### src/rtl/set_cond_unit.sv
// set_cond_unit: pipelined DLX set-on-condition unit.
// Compares A and B (signed or unsigned) under COND and emits a
// zero-extended 0/1 result through STAGES register stages.
//
// Ports:
//   CLK        rising-edge clock
//   RST        synchronous active-high reset
//   VALID_IN   operands and condition valid this cycle
//   STALL      freeze every stage, do not capture the input
//   FLUSH      empty the pipeline and drop the current input
//   A, B       WIDTH-bit operands
//   COND       relation code (EQ NE LT GT LE GE FALSE TRUE)
//   SIGNED     1 = two's-complement compare, 0 = unsigned
//   RESULT     {WIDTH-1 zeros, FLAG}
//   FLAG       condition outcome
//   VALID_OUT  RESULT/FLAG carry a completed operation
module set_cond_unit #(
    parameter int WIDTH  = 32,
    parameter int STAGES = 2
) (
    input  logic             CLK,
    input  logic             RST,
    input  logic             VALID_IN,
    input  logic             STALL,
    input  logic             FLUSH,
    input  logic [WIDTH-1:0] A,
    input  logic [WIDTH-1:0] B,
    input  logic [2:0]       COND,
    input  logic             SIGNED,
    output logic [WIDTH-1:0] RESULT,
    output logic             FLAG,
    output logic             VALID_OUT
);

    localparam int MSB = WIDTH - 1;

    localparam logic [2:0] C_EQ = 3'b000;
    localparam logic [2:0] C_NE = 3'b001;
    localparam logic [2:0] C_LT = 3'b010;
    localparam logic [2:0] C_GT = 3'b011;
    localparam logic [2:0] C_LE = 3'b100;
    localparam logic [2:0] C_GE = 3'b101;
    localparam logic [2:0] C_F  = 3'b110;
    localparam logic [2:0] C_T  = 3'b111;

    function automatic logic decode(
        input logic [2:0] c,
        input logic       eq,
        input logic       lt
    );
        logic r;
        r = 1'b0;
        unique case (c)
            C_EQ: r = eq;
            C_NE: r = !eq;
            C_LT: r = lt;
            C_GT: r = !lt && !eq;
            C_LE: r = lt || eq;
            C_GE: r = !lt;
            C_F:  r = 1'b0;
            C_T:  r = 1'b1;
        endcase
        return r;
    endfunction

    // Inverting the sign bit for signed compares maps two's-complement
    // order onto unsigned order, so one magnitude comparator serves both.
    logic [WIDTH-1:0] a_cmp;
    logic [WIDTH-1:0] b_cmp;
    logic             eq_in;
    logic             lt_in;

    always_comb begin
        a_cmp = {A[MSB] ^ SIGNED, A[MSB-1:0]};
        b_cmp = {B[MSB] ^ SIGNED, B[MSB-1:0]};
        eq_in = (A == B);
        lt_in = (a_cmp < b_cmp);
    end

    logic out_flag;
    logic out_vld;

    if (STAGES == 1) begin : g_single
        // Single stage: decode ahead of the only register.
        logic flag_q;
        logic flag_d;
        logic vld_q;
        logic vld_d;

        always_comb begin
            vld_d  = VALID_IN;
            flag_d = VALID_IN && decode(COND, eq_in, lt_in);
        end

        always_ff @(posedge CLK) begin
            if (RST || FLUSH) begin
                flag_q <= 1'b0;
                vld_q  <= 1'b0;
            end else if (!STALL) begin
                flag_q <= flag_d;
                vld_q  <= vld_d;
            end
        end

        assign out_flag = flag_q;
        assign out_vld  = vld_q;
    end else begin : g_multi
        // Stage 1 holds the raw flags; decode sits in front of stage 2.
        logic       s1_vld_q;
        logic       s1_vld_d;
        logic       s1_eq_q;
        logic       s1_eq_d;
        logic       s1_lt_q;
        logic       s1_lt_d;
        logic [2:0] s1_cond_q;
        logic [2:0] s1_cond_d;

        // Stages 2..STAGES: outcome/valid delay chain.
        logic [STAGES-2:0] ch_vld_q;
        logic [STAGES-2:0] ch_vld_d;
        logic [STAGES-2:0] ch_flag_q;
        logic [STAGES-2:0] ch_flag_d;

        // Bubbles carry all-zero flags so the decoded outcome is 0.
        always_comb begin
            s1_vld_d  = VALID_IN;
            s1_eq_d   = VALID_IN && eq_in;
            s1_lt_d   = VALID_IN && lt_in;
            s1_cond_d = VALID_IN ? COND : 3'b000;
        end

        always_comb begin
            ch_vld_d     = '0;
            ch_flag_d    = '0;
            ch_vld_d[0]  = s1_vld_q;
            ch_flag_d[0] = s1_vld_q &&
                           decode(s1_cond_q, s1_eq_q, s1_lt_q);
            for (int i = 1; i < STAGES - 1; i++) begin
                ch_vld_d[i]  = ch_vld_q[i-1];
                ch_flag_d[i] = ch_flag_q[i-1];
            end
        end

        always_ff @(posedge CLK) begin
            if (RST || FLUSH) begin
                s1_vld_q  <= 1'b0;
                s1_eq_q   <= 1'b0;
                s1_lt_q   <= 1'b0;
                s1_cond_q <= 3'b000;
                ch_vld_q  <= '0;
                ch_flag_q <= '0;
            end else if (!STALL) begin
                s1_vld_q  <= s1_vld_d;
                s1_eq_q   <= s1_eq_d;
                s1_lt_q   <= s1_lt_d;
                s1_cond_q <= s1_cond_d;
                ch_vld_q  <= ch_vld_d;
                ch_flag_q <= ch_flag_d;
            end
        end

        assign out_flag = ch_flag_q[STAGES-2];
        assign out_vld  = ch_vld_q[STAGES-2];
    end

    assign FLAG      = out_flag;
    assign VALID_OUT = out_vld;
    assign RESULT    = {{(WIDTH-1){1'b0}}, out_flag};

endmodule

### config.mk
export PLATFORM = sky130hd
export DESIGN_NAME = set_cond_unit
export DESIGN_NICKNAME = d
export VERILOG_FILES = /design/src/rtl/set_cond_unit.sv
export SDC_FILE = /design/constraint.sdc
export NUM_CORES = 1
export LEC_CHECK = 0
export ABC_AREA = 1
export CORE_ASPECT_RATIO = 1.2
export CORE_MARGIN = 4
export CORE_UTILIZATION = 35
export DETAILED_ROUTE_END_ITERATION = 12
export GPL_ROUTABILITY_DRIVEN = 0
export GPL_TIMING_DRIVEN = 0
export PLACE_DENSITY = 0.81
export RECOVER_POWER = 25
export SKIP_LAST_GASP = 1
export SYNTH_ARGS = -nofsm -noshare
export SYNTH_HDL_FRONTEND = slang
export SYNTH_SLANG_ARGS = --single-unit
### constraint.sdc
create_clock -name CLK -period 2.13 [get_ports CLK]
set_clock_uncertainty 0.15 [all_clocks]
set_input_delay 0.426 -clock CLK [delete_from_list [all_inputs] [get_ports CLK]]
set_output_delay 0.426 -clock CLK [all_outputs]
set_load 0.05 [all_outputs]
Word level (Yosys, flattened, before mapping)
Index checks and enable logic that the tools add are counted.
{"block": "word_totals", "register_bits": 8, "inputBits": 73, "output_inout_bits": 34, "wordCells": 28}
{"block": "classes", "order_cmp": 1, "n_eq_ne": 8, "muxes": 2, "bitwise": 2, "reduce_logical": 9}
{"operator": "$eq 32x32->1", "count": 1}
{"operator": "$lt 32x32->1", "count": 1}
{"operator": "$eq 3x3->1 const B", "count": 4}
{"operator": "$pmux 1 s8", "count": 1}
{"operator": "$eq 3x2->1 const B", "count": 2}
{"operator": "$logic_and 1x1->1", "count": 4}
{"operator": "$eq 3x1->1 const B", "count": 1}
{"operator": "$logic_not 3->1", "count": 1}
{"operator": "$mux 3", "count": 1}
{"operator": "$logic_not 1->1", "count": 2}
{"operator": "$logic_or 1x1->1", "count": 2}
{"operator": "$xor 1x1->1", "count": 2}

Logic depth before layout (Yosys ltp)
{"block": "depth", "ltp_word": 4, "depth_mapped": 11, "mapped_depth_nobuf": 11}

Least setup slack after synthesis
Ideal clock, no wire load.
{"block": "synth_timing", "path_kind": "input to register", "from": "input port B[15]", "to": "register g_multi.s1_lt_q", "setup_ns": 0.129, "arrival_time_ns": 1.392, "required_ns": 1.851, "path_slack_ns": 0.459, "cell_stages": 11, "n_path_buf": 0, "cell_sequence": "inv_1 ha_1 nand2_1 nor2_1 nand3_1 nor2_2 nand2_1 nand3_1 nand2_1 nand2_1 a21oi_2"}
{"block": "synth_via", "elab_chain_cells": 2}
{"element": "from (decl)", "line_no": "27", "rtl": "input logic [WIDTH-1:0] B,"}
{"element": "$lt 32x32->1", "line_no": "77", "rtl": "lt_in = (a_cmp < b_cmp);"}
{"element": "$logic_and 1x1->1", "line_no": "128", "rtl": "s1_lt_d = VALID_IN && lt_in;"}
{"element": "to (signal assigned)", "line_no": "155", "rtl": "s1_lt_q <= s1_lt_d;"}
{"element": "to (decl)", "line_no": "113", "rtl": "logic s1_lt_q;"}
No other way between the ends.
A chain may end at the register's enable or synchronous reset.

Final worst setup path
{"block": "layout_timing", "from": "register g_multi.ch_flag_q (netlist: FLAG)", "to": "output port RESULT[0]"}
{"element": "from (decl)", "line_no": "121", "rtl": "logic [STAGES-2:0] ch_flag_q;"}
{"element": "from (signal assigned)", "line_no": "158", "rtl": "ch_flag_q <= ch_flag_d;"}
{"element": "to (decl)", "line_no": "30", "rtl": "output logic [WIDTH-1:0] RESULT,"}
No word-level cell between the ends.

==> impl_results.md <==
* Worst-Skew Late Latency at 0.23 ns
* CP cell instances: buf_4, clkdlybuf4s50_1
* Die area at 5378 um^2
* Final setup vio count at 0
* Row count at 25
* CP max stage delay at 0.79 ns
* GRT overflow at 0
* Cts bufs inserted at 3
* Fmax achieved at a little under 500 MHz
* Fin area at around 2500 um^2
* Layout cells sized above 1 at 0.1602
* Hold_ws at 0.3088 ns
* Family with the most delay on the worst path: buffers and inverters
* Layout net count at 443
* EDFF count, synth at 0
* Vias at 1620
* N_diodes at 0
* Min-Delay Path Class: register to register
* P per Cell Area at 318.9 nW/um^2
* CP Launch Type: register
* Post-synth top area share at 0.2598
* Top-count cell post-synth: nand2_1
* CTS tree: yes
* Average routed wire per standard cell at about 9 um
* First-pass GRT wire length at 5430 um
* Deepest clock path buffer count at 2
* Placed instance area at 2414 um^2
* Cell count after synthesis at 229
* Die span in x at 67.62 um
* Worst VDD drop at 0.0001562 V
* Area of the multi-input gates at approximately 1000 um^2
* Worst slew margin relative to its limit at 0.6667
* Starting Density at 0.3699
* Post-route total power at 0.7915 mW
* Synth warn at 0
* Worst EP required at about 1.6 ns
* Commonest cells in the netlist: 53 x nand2_1, 44 x inv_1, 32 x buf_4, 31 x ha_1, 23 x a21oi_1
* H-tree depth at 1
* Dominant cell type by area after synthesis: ha_1
* IO Port Bufs at 74
* Worst-path fanout max at 3
* Max-Cap Viols at 0
* FF+latch area at 160.2 um^2
* Slowest cell on crit path: clkdlybuf4s50_1
* Sequential element share of the synthesized area at 0.1073
* Asr flop ratio synth at 0
* CTS Sinks at 8
* Post-DP HPWL at 3268 um
* Unique cell type count in the Yosys netlist at 23
* Remaining DRCs at 0
* Antenna violations before repair at 0
* Number of I/O pins at ~110
* Critical Path AT at 1.48 ns
* Slew Viols, Final at 0
* Mapped Avg Cell Area at 6.518 um^2
* # fillers at roughly 370
* Hold buffers post-CTS at 0
* Worst path bufs/invs at 2
* Hold Vio Cnt, Final at 0
* Die Y at 79.54 um
* RSZ-0062 raised after global routing: no
* Initial DRC count at 15
* Top_reg_cell synth: dfxtp_1
* Post-synthesis sequential element count at 8
* Area of the mapped netlist at 1493 um^2
* DRT antenna net count at 0
* WS Path Type: register to primary output
* Crit end category: primary output
* Vias in the first global route at 1464
* DR pass1 iterations at 4
* Final Cycle Share at 0.9645
* Via density at between 4 and 5
* Clock transition at path regs at 0.04 ns
* Total GRT Usage at 0.1252
* Largest net degree at the start of global routing at 10
* LEAKAGE at 1.312 nW
* Area Growth Syn to Fin at 66.30%
* Status: finished, final reports clean
* Root Driver: clkbuf_8
* Largest cells by area after synthesis: ha_1 26%, buf_4 16%, nand2_1 13%
* Tmin final at 2.054 ns
* Drt total wl at roughly 3500 um
* Least-Margin Pin Slew at roughly 0.5 ns
* Core area at 4035 um^2
-- through the flow --
stage,cells,utilization,TNS [ns],worst slack [ns]
2_1_floorplan,259,-,0,0.4589
5_1_grt,391,0.6152,0,0.007164
4_1_cts,390,0.6084,0,0.07082
3_5_place_dp,387,0.5981,-0.1209,-0.1138
6_report,391,0.6152,0,0.07555
3_3_place_gp,387,0.5981,-0.1127,-0.1127
-- cells in the final DEF, fill, tap and decap left out, types with 5 or more instances in the layout --
cell / instances
clkdlybuf4s50_1: 73
dfxtp_1: 8
buf_4: 33
inv_1: 44
o21ai_0: 6
nor2_1: 5
nand2_1: 53
a21oi_1: 23
ha_1: 30
conb_1: 31
-- state kept, by name, summed over array words and instances, names as in the netlist --
signal / flops
g_multi.ch_vld_d: 1
FLAG: 1
g_multi.s1_lt_q: 1
VALID_OUT: 1
g_multi.s1_cond_q: 3
g_multi.s1_eq_q: 1
-- power breakdown --
group	switching (mW)	total (mW)	leakage [nW]	internal [mW]
sequential	0.00166	0.155	0.0647	0.153
clock	0.0593	0.182	0.0216	0.122
combinational	0.236	0.455	1.23	0.219
-- cell type report --
class,instances,share of cell area
Sequential cell,8,0.06452
Inverter,47,0.07107
Buffer,34,0.1028
Timing Repair Buffer,75,0.3014
Clock buffer,3,0.01663
Tap cell,54,0.02722
Multi-Input combinational cell,170,0.4163
-- metal layers --
metal  GRT usage  vias up  part of all wire
met2      0.2571       62              0.54
li1            -      876                 -
met1      0.1161      679              0.34
met5           0        -                 0
met4     0.03651        0            0.0057
met3     0.02676        3              0.11
-- path summary, 6_finish.rpt --
check	from	to	slack [ns]	cells past startpoint
worst max-delay path	FLAG	RESULT[0]	0.08	2
worst min-delay path	g_multi.ch_vld_d	g_multi.ch_vld_d	0.31	2
worst max register to register	g_multi.s1_lt_q	FLAG	0.83	7
worst min register to register	g_multi.ch_vld_d	g_multi.ch_vld_d	0.31	2
-- logic make-up after synthesis --
family	share of synthesized area
buf+inv	0.2892
fa+ha+maj	0.2598
flops	0.1073
compound gates	0.1190
simple gates	0.2221
other cells	0.002512
-- repair_timing --
action / 4_1_cts / 5_1_grt
setup buffers: 0 / 1
setup endpoints to repair: 0 / 1
resized for setup: 0 / 3
-- worst min-delay path, delay by kind of cell (launching register included) --
kind             cells  cell delay, ns
AO/OA/AOI/OAI        1            0.05
flip-flops           1            0.30
AND/OR/NAND/NOR      1            0.06
No activity file was read; power rests on OpenSTA's default activity.
==> patch 1 (same settings) <==
Set the parameter `STAGES` to 4 (it was 2). Comments in the files are not updated.
--- a/src/rtl/set_cond_unit.sv
+++ b/src/rtl/set_cond_unit.sv
@@ -16,7 +16,7 @@
 //   VALID_OUT  RESULT/FLAG carry a completed operation
 module set_cond_unit #(
     parameter int WIDTH  = 32,
-    parameter int STAGES = 2
+    parameter int STAGES = 4
 ) (
     input  logic             CLK,
     input  logic             RST,
Function: changed (Yosys sat finds a counterexample within 4 cycles, from zero or initial values).
==> patch 1 against the unedited design <==
Die area up 8.0%. Final area up 5.8%. Largest cell class unchanged. Setup slack worse by 0.0035 ns. Wire length up 6.5%. Sequential cell count up 4. Area after synthesis up 9.1%. Highest routed layer unchanged. Total power up 19%. Sequential share of layout area up 2.7 points. Largest power group unchanged. Critical path depth unchanged.
==> patch 1: results (changes against the unedited design) <==
Parameter                              Value

Logic synthesis
  Proportion of synthesized chip area in sequential cells ... 14.8% (+4.0 points)
  Most frequent cells after synthesis ... nand2_1, inv_1, buf_4
  Netlist cell types ... 26 (+13%)
  Leading post-synthesis cells by cell area ... ha_1, dfxtp_1, buf_4
  Predominant post-synthesis flop cell ... dfxtp_1
  Async set-reset flop share out of synthesis ... 0% (unchanged)
  Number of synthesis warnings ... 0 (unchanged)

Placement
  Number of buffer cells added on primary ports ... 75 (+1.4%)
  Pre-CTS WS ... -0.166 ns (-0.0521 ns)
  Detailed placer's ending HPWL ... 3470 um (+6.3%)

CTS
  CTS H-Tree Depth ... 1 (unchanged)
  Clock latency on the worst-skew pair ... 0.24 ns
  Clock Tree Root ... clkbuf_8
  Clock transition at the register clock pins on the worst setup and hold paths after CTS ... 0.05 ns
  Cts bufs inserted ... 3 (unchanged)
  Deepest clock path buffer count ... 2 (unchanged)

Route
  Initial DRC Count ... 75 (+60)
  Average wire length per cell after detail routing ... 9.14 um (+1.6%)
  Met1 wire length ... 1330 um (+11%)
  Via count normalized by instance count ... 4.16 (+0.49%)
  Met3 Wirelength ... 273 um (-29%)
  Highest routed layer ... met4
  Detailed route wirelength on metal2 ... 2080 um (+8.7%)
  Number of optimization iterations in the first detailed-route pass ... 3 (-1)

Final layout
  Number of antenna cells inserted ... 0 (unchanged)
  Regs by FF count ... g_multi.ch_flag_q (3), g_multi.ch_vld_q (3), g_multi.s1_cond_q (3)
  Layout fillers ... 407 (+11%)
  Share of post-route cells with drive strength above 1 ... 15.5% (-0.49 points)
  Number of nets in the layout ... 459 (+3.6%)

STA
  Tmin final ... 2.06 ns (+0.00345 ns)

Global routing
  Number of global-route vias before repair ... 1630 (+11%)
  Total global-route track usage ... 13.2% (+0.68 points)
  First-pass GRT wire length ... 6280 um (+16%)
  Pin count of the biggest net entering global routing ... 11 (+1)
  Number of antenna violations at the first check in global routing ... 0 (unchanged)

Setup path
  Crit path max-delay family ... buffers and inverters
  Arrival time reported for the critical path endpoint ... 1.48 ns (about the same)
  Highest net fanout along the worst path ... 3 (unchanged)
  Flop2flop setup slack ... 0.89 ns (+0.06 ns)
  Biggest cell delay along the critical path ... 0.78 ns
  Slowest-stage cell, CP ... clkdlybuf4s50_1

Pwr
  Peak ir drop on the vdd network ... 0.000157 V (+0.79%)
  Static Leakage ... 1.35 nW (+3.2%)

Hold path
  Kind of path behind the tightest hold check ... flip-flop to flip-flop

Outcome
  Run status ... finished, final reports clean
[patch 1: cell types whose count changed after synthesis, sizes merged, moves of 2 or more]
cell,delta
inv,-2
nor2,+3
dfxtp,+4
nand2,+7
[patch 1: power breakdown]
part           internal, mW  switching, mW
clock                 0.164         0.0887
sequential            0.227        0.00219
combinational         0.218          0.239
total                 0.609          0.330
[patch 1: cell families after synthesis]
logic type | Yosys count | synth area share, %
simple gates | 86 | 23.4
buf+inv | 79 | 25.6
compound gates | 35 | 12.1
fa+ha+maj | 31 | 23.8
flops | 12 | 14.8
other cells | 1 | 0.230
[patch 1: worst reg2reg max path, cell delays in order (launching register included)]
cell,delay [ns]
dfxtp_1,0.36
nor2_1,0.07
nor3_1,0.12
o21ai_0,0.11
a31o_2,0.25
a21oi_1,0.10
[patch 1: through the flow]
step                std cells  hold slack (ns)  instance area (um2)
CTS                       409            0.316                 2620
global placement          405            0.296                 2560
detailed placement        405            0.306                 2560
global route              410            0.338                 2630
floorplan                 274            0.289                 1740
finish                    410            0.312                 2630
[patch 1: path summary, 6_finish.rpt]
path / start / cells past startpoint / to
max: g_multi.ch_flag_q[2] / 2 / RESULT[0]
min: g_multi.ch_flag_q[0] / 2 / g_multi.ch_flag_q[1]
max reg2reg: g_multi.s1_eq_q / 5 / g_multi.ch_flag_q[0]
min reg2reg: g_multi.ch_flag_q[0] / 2 / g_multi.ch_flag_q[1]
[patch 1: layer usage]
layer	GRT usage [%]	vias to the layer above
li1	-	925
met3	2.78	7
met1	12.5	720
met5	0	-
met2	27.0	55
met4	6.13	0
[patch 1: repair_timing]
item | 4_1_cts | 5_1_grt
endpoints found under the setup margin | 0 | 1
endpoints found under the hold margin | 0 | 0
resized for setup | 0 | 1
setup buffers | 0 | 1
[patch 1: layout make-up]
class | count | area [um2] | area share, %
sequential | 12 | 240 | 9.15
clock buffer | 4 | 55.1 | 2.10
inverter | 45 | 169 | 6.43
timing repair buffer | 76 | 758 | 28.9
multi-input combinational | 183 | 1090 | 41.4
buffer | 34 | 248 | 9.43
tap | 56 | 70.1 | 2.67
==> patch 2 (same settings) <==
Made on the original files. Put a register stage on the output `FLAG`. The value now appears one clock later. The other outputs are not delayed to match.
--- a/src/rtl/set_cond_unit.sv
+++ b/src/rtl/set_cond_unit.sv
@@ -163,7 +163,9 @@
         assign out_vld  = ch_vld_q[STAGES-2];
     end
 
-    assign FLAG      = out_flag;
+    always_ff @(posedge CLK) begin
+        FLAG <= out_flag;
+    end
     assign VALID_OUT = out_vld;
     assign RESULT    = {{(WIDTH-1){1'b0}}, out_flag};
 
Formal check against the unedited RTL: not equivalent (Yosys sat finds a counterexample within 4 cycles, from zero or initial values).
==> patch 2 against the unedited design <==
Wire length is 7.2% higher. Combinational power up 2%. Count of clock-buffer cells in the layout up 1. Total power up 5.4%. Synthesized cell count increased by 3.9%. Area after synthesis up 2.5%. Setup slack worse by 0.023 ns. Final area up 1.4%. Sequential cell count grew 1. Sequential power up 12%. Worst hold slack lost 0.072 ns. Critical endpoint unchanged.
==> patch 2: results (changes against the unedited design) <==
Parameter                              Value

Final layout
  Number of nets in the layout ... 452 (+2.0%)
  Share of post-route cells with drive strength above 1 ... 13.8% (-2.2 points)
  Number of antenna cells inserted ... 0 (unchanged)
  Most flop-heavy register ... g_multi.s1_cond_q
  Max FFs per register ... 3 (unchanged)
  Layout fillers ... 389 (+6.3%)

Placement
  Cell Count Post-Placement ... 398 (+2.8%)
  Detailed placer's ending HPWL ... 3460 um (+6.0%)
  Placement-stage cell area ... 2450 um2 (+1.7%)
  Number of buffer cells added on primary ports ... 74 (unchanged)
  Pre-CTS WS ... -0.167 ns (-0.0535 ns)

Route
  Initial DRC Count ... 35 (+20)
  Met3 Wirelength ... 445 um (+16%)
  Met1 wire length ... 1240 um (+3.8%)
  Total number of vias ... 1648 (+1.7%)
  Detailed route wirelength on metal2 ... 2060 um (+7.5%)
  Highest routed layer ... met4
  Average wire length per cell after detail routing ... 9.35 um (+4.0%)
  Wire length reported by the detailed router ... 3770 um (+7.2%)
  Number of optimization iterations in the first detailed-route pass ... 4 (unchanged)

Global routing
  First-pass GRT wire length ... 5990 um (+10%)
  GRT met1 Usage ... 11.9% (+0.31 points)
  Global routing met3 resource utilization ... 3.50% (+0.82 points)
  Pin count of the biggest net entering global routing ... 10 (unchanged)
  Number of antenna violations at the first check in global routing ... 0 (unchanged)
  GRT met2 Usage ... 28.3% (+2.5 points)
  Number of global-route vias before repair ... 1619 (+11%)
  Total global-route track usage ... 13.4% (+0.92 points)

Setup path
  Slowest-stage cell, CP ... clkdlybuf4s50_1
  Launch instance of the worst register-to-register path ... g_multi.s1_cond_q[1]
  Highest net fanout along the worst path ... 3 (unchanged)
  Worst setup startpoint ... g_multi.ch_flag_q
  Biggest cell delay along the critical path ... 0.79 ns (about the same)
  Arrival time reported for the critical path endpoint ... 1.50 ns (+0.02 ns)

Logic synthesis
  Netlist cell types ... 25 (+8.7%)
  Avg Cell Area, Syn ... 6.43 um2 (-1.4%)
  Number of synthesis warnings ... 0 (unchanged)
  Proportion of synthesized chip area in sequential cells ... 11.8% (+1.0 points)
  Async set-reset flop share out of synthesis ... 0% (unchanged)
  Number of enable-type register cells in the synthesized netlist ... 0 (unchanged)
  Leading post-synthesis cells by cell area ... ha_1, buf_4, nand2_1
  Most frequent cells after synthesis ... nand2_1, inv_1, buf_4

Hold path
  Hold_sp ... g_multi.ch_flag_q
  Kind of path behind the tightest hold check ... flip-flop to flip-flop

CTS
  Clock Tree Root ... clkbuf_8
  Hold-fix buffers, CTS ... 0 (unchanged)
  Cts bufs inserted ... 3 (unchanged)
  Clock transition at the register clock pins on the worst setup and hold paths after CTS ... 0.04 ns (about the same)
  CTS H-Tree Depth ... 1 (unchanged)
  Clock latency on the worst-skew pair ... 0.23 ns (about the same)
  Deepest clock path buffer count ... 2 (unchanged)

Outcome
  Run status ... finished, final reports clean

Pwr
  Peak ir drop on the vdd network ... 0.000160 V (+2.5%)
  Static Leakage ... 1.38 nW (+5.1%)

STA
  Worst Tran Pin Value ... 0.498 ns (-0.000316 ns)
patch 2: cell types whose count changed in the layout (fill, tap and decap cells not counted), sizes merged, moves of 3 or more:
cell / unedited run / this run
nand3: 5 / 8
a21oi: 25 / 17
nor2: 9 / 13
nand2: 56 / 62
o21ai: 6 / 3
patch 2: power breakdown:
part,leakage [nW],switching (mW),internal [mW]
registers,0.0728,0.00205,0.172
clock network,0.0228,0.0651,0.130
logic,1.28,0.243,0.222
patch 2: area by class of cell:
| type | instances | area (um2) | share of cell area [%] |
|---|---|---|---|
| inverters | 48 | 180 | 7.16 |
| flip-flops and latches | 9 | 180 | 7.16 |
| well taps | 56 | 70.1 | 2.78 |
| multi-input cells | 177 | 1040 | 41.2 |
| repair buffers | 75 | 748 | 29.7 |
| clock buffers | 4 | 45.0 | 1.79 |
| plain buffers | 34 | 255 | 10.1 |
patch 2: path summary, 6_finish.rpt:
path / endpoint / slack, ns / cells after the start
hold / removal: FLAG / 0.24 / 0
setup reg to reg: g_multi.ch_flag_q / 0.91 / 5
setup / recovery: RESULT[0] / 0.05 / 2
hold reg to reg: FLAG / 0.24 / 0
patch 2: logic make-up after synthesis:
group	Yosys count	synth area share (%)
and+or+nand+nor	91	25.4
other	1	0.245
adders and majority gates	31	25.3
AOI/OAI and AO/OA	24	8.75
buffers and inverters	82	28.5
DFF	9	11.8
patch 2: critical path, delay by kind of cell, from the launching register on:
| kind | cells | cell delay [ns] |
|---|---|---|
| buf+inv | 2 | 0.91 |
| flops | 1 | 0.36 |
patch 2: what timing repair did:
item,4_1_cts,5_1_grt
setup buffers,0,1
setup endpoints to repair,0,1
endpoints found under the hold margin,0,0
gates resized for setup,0,4
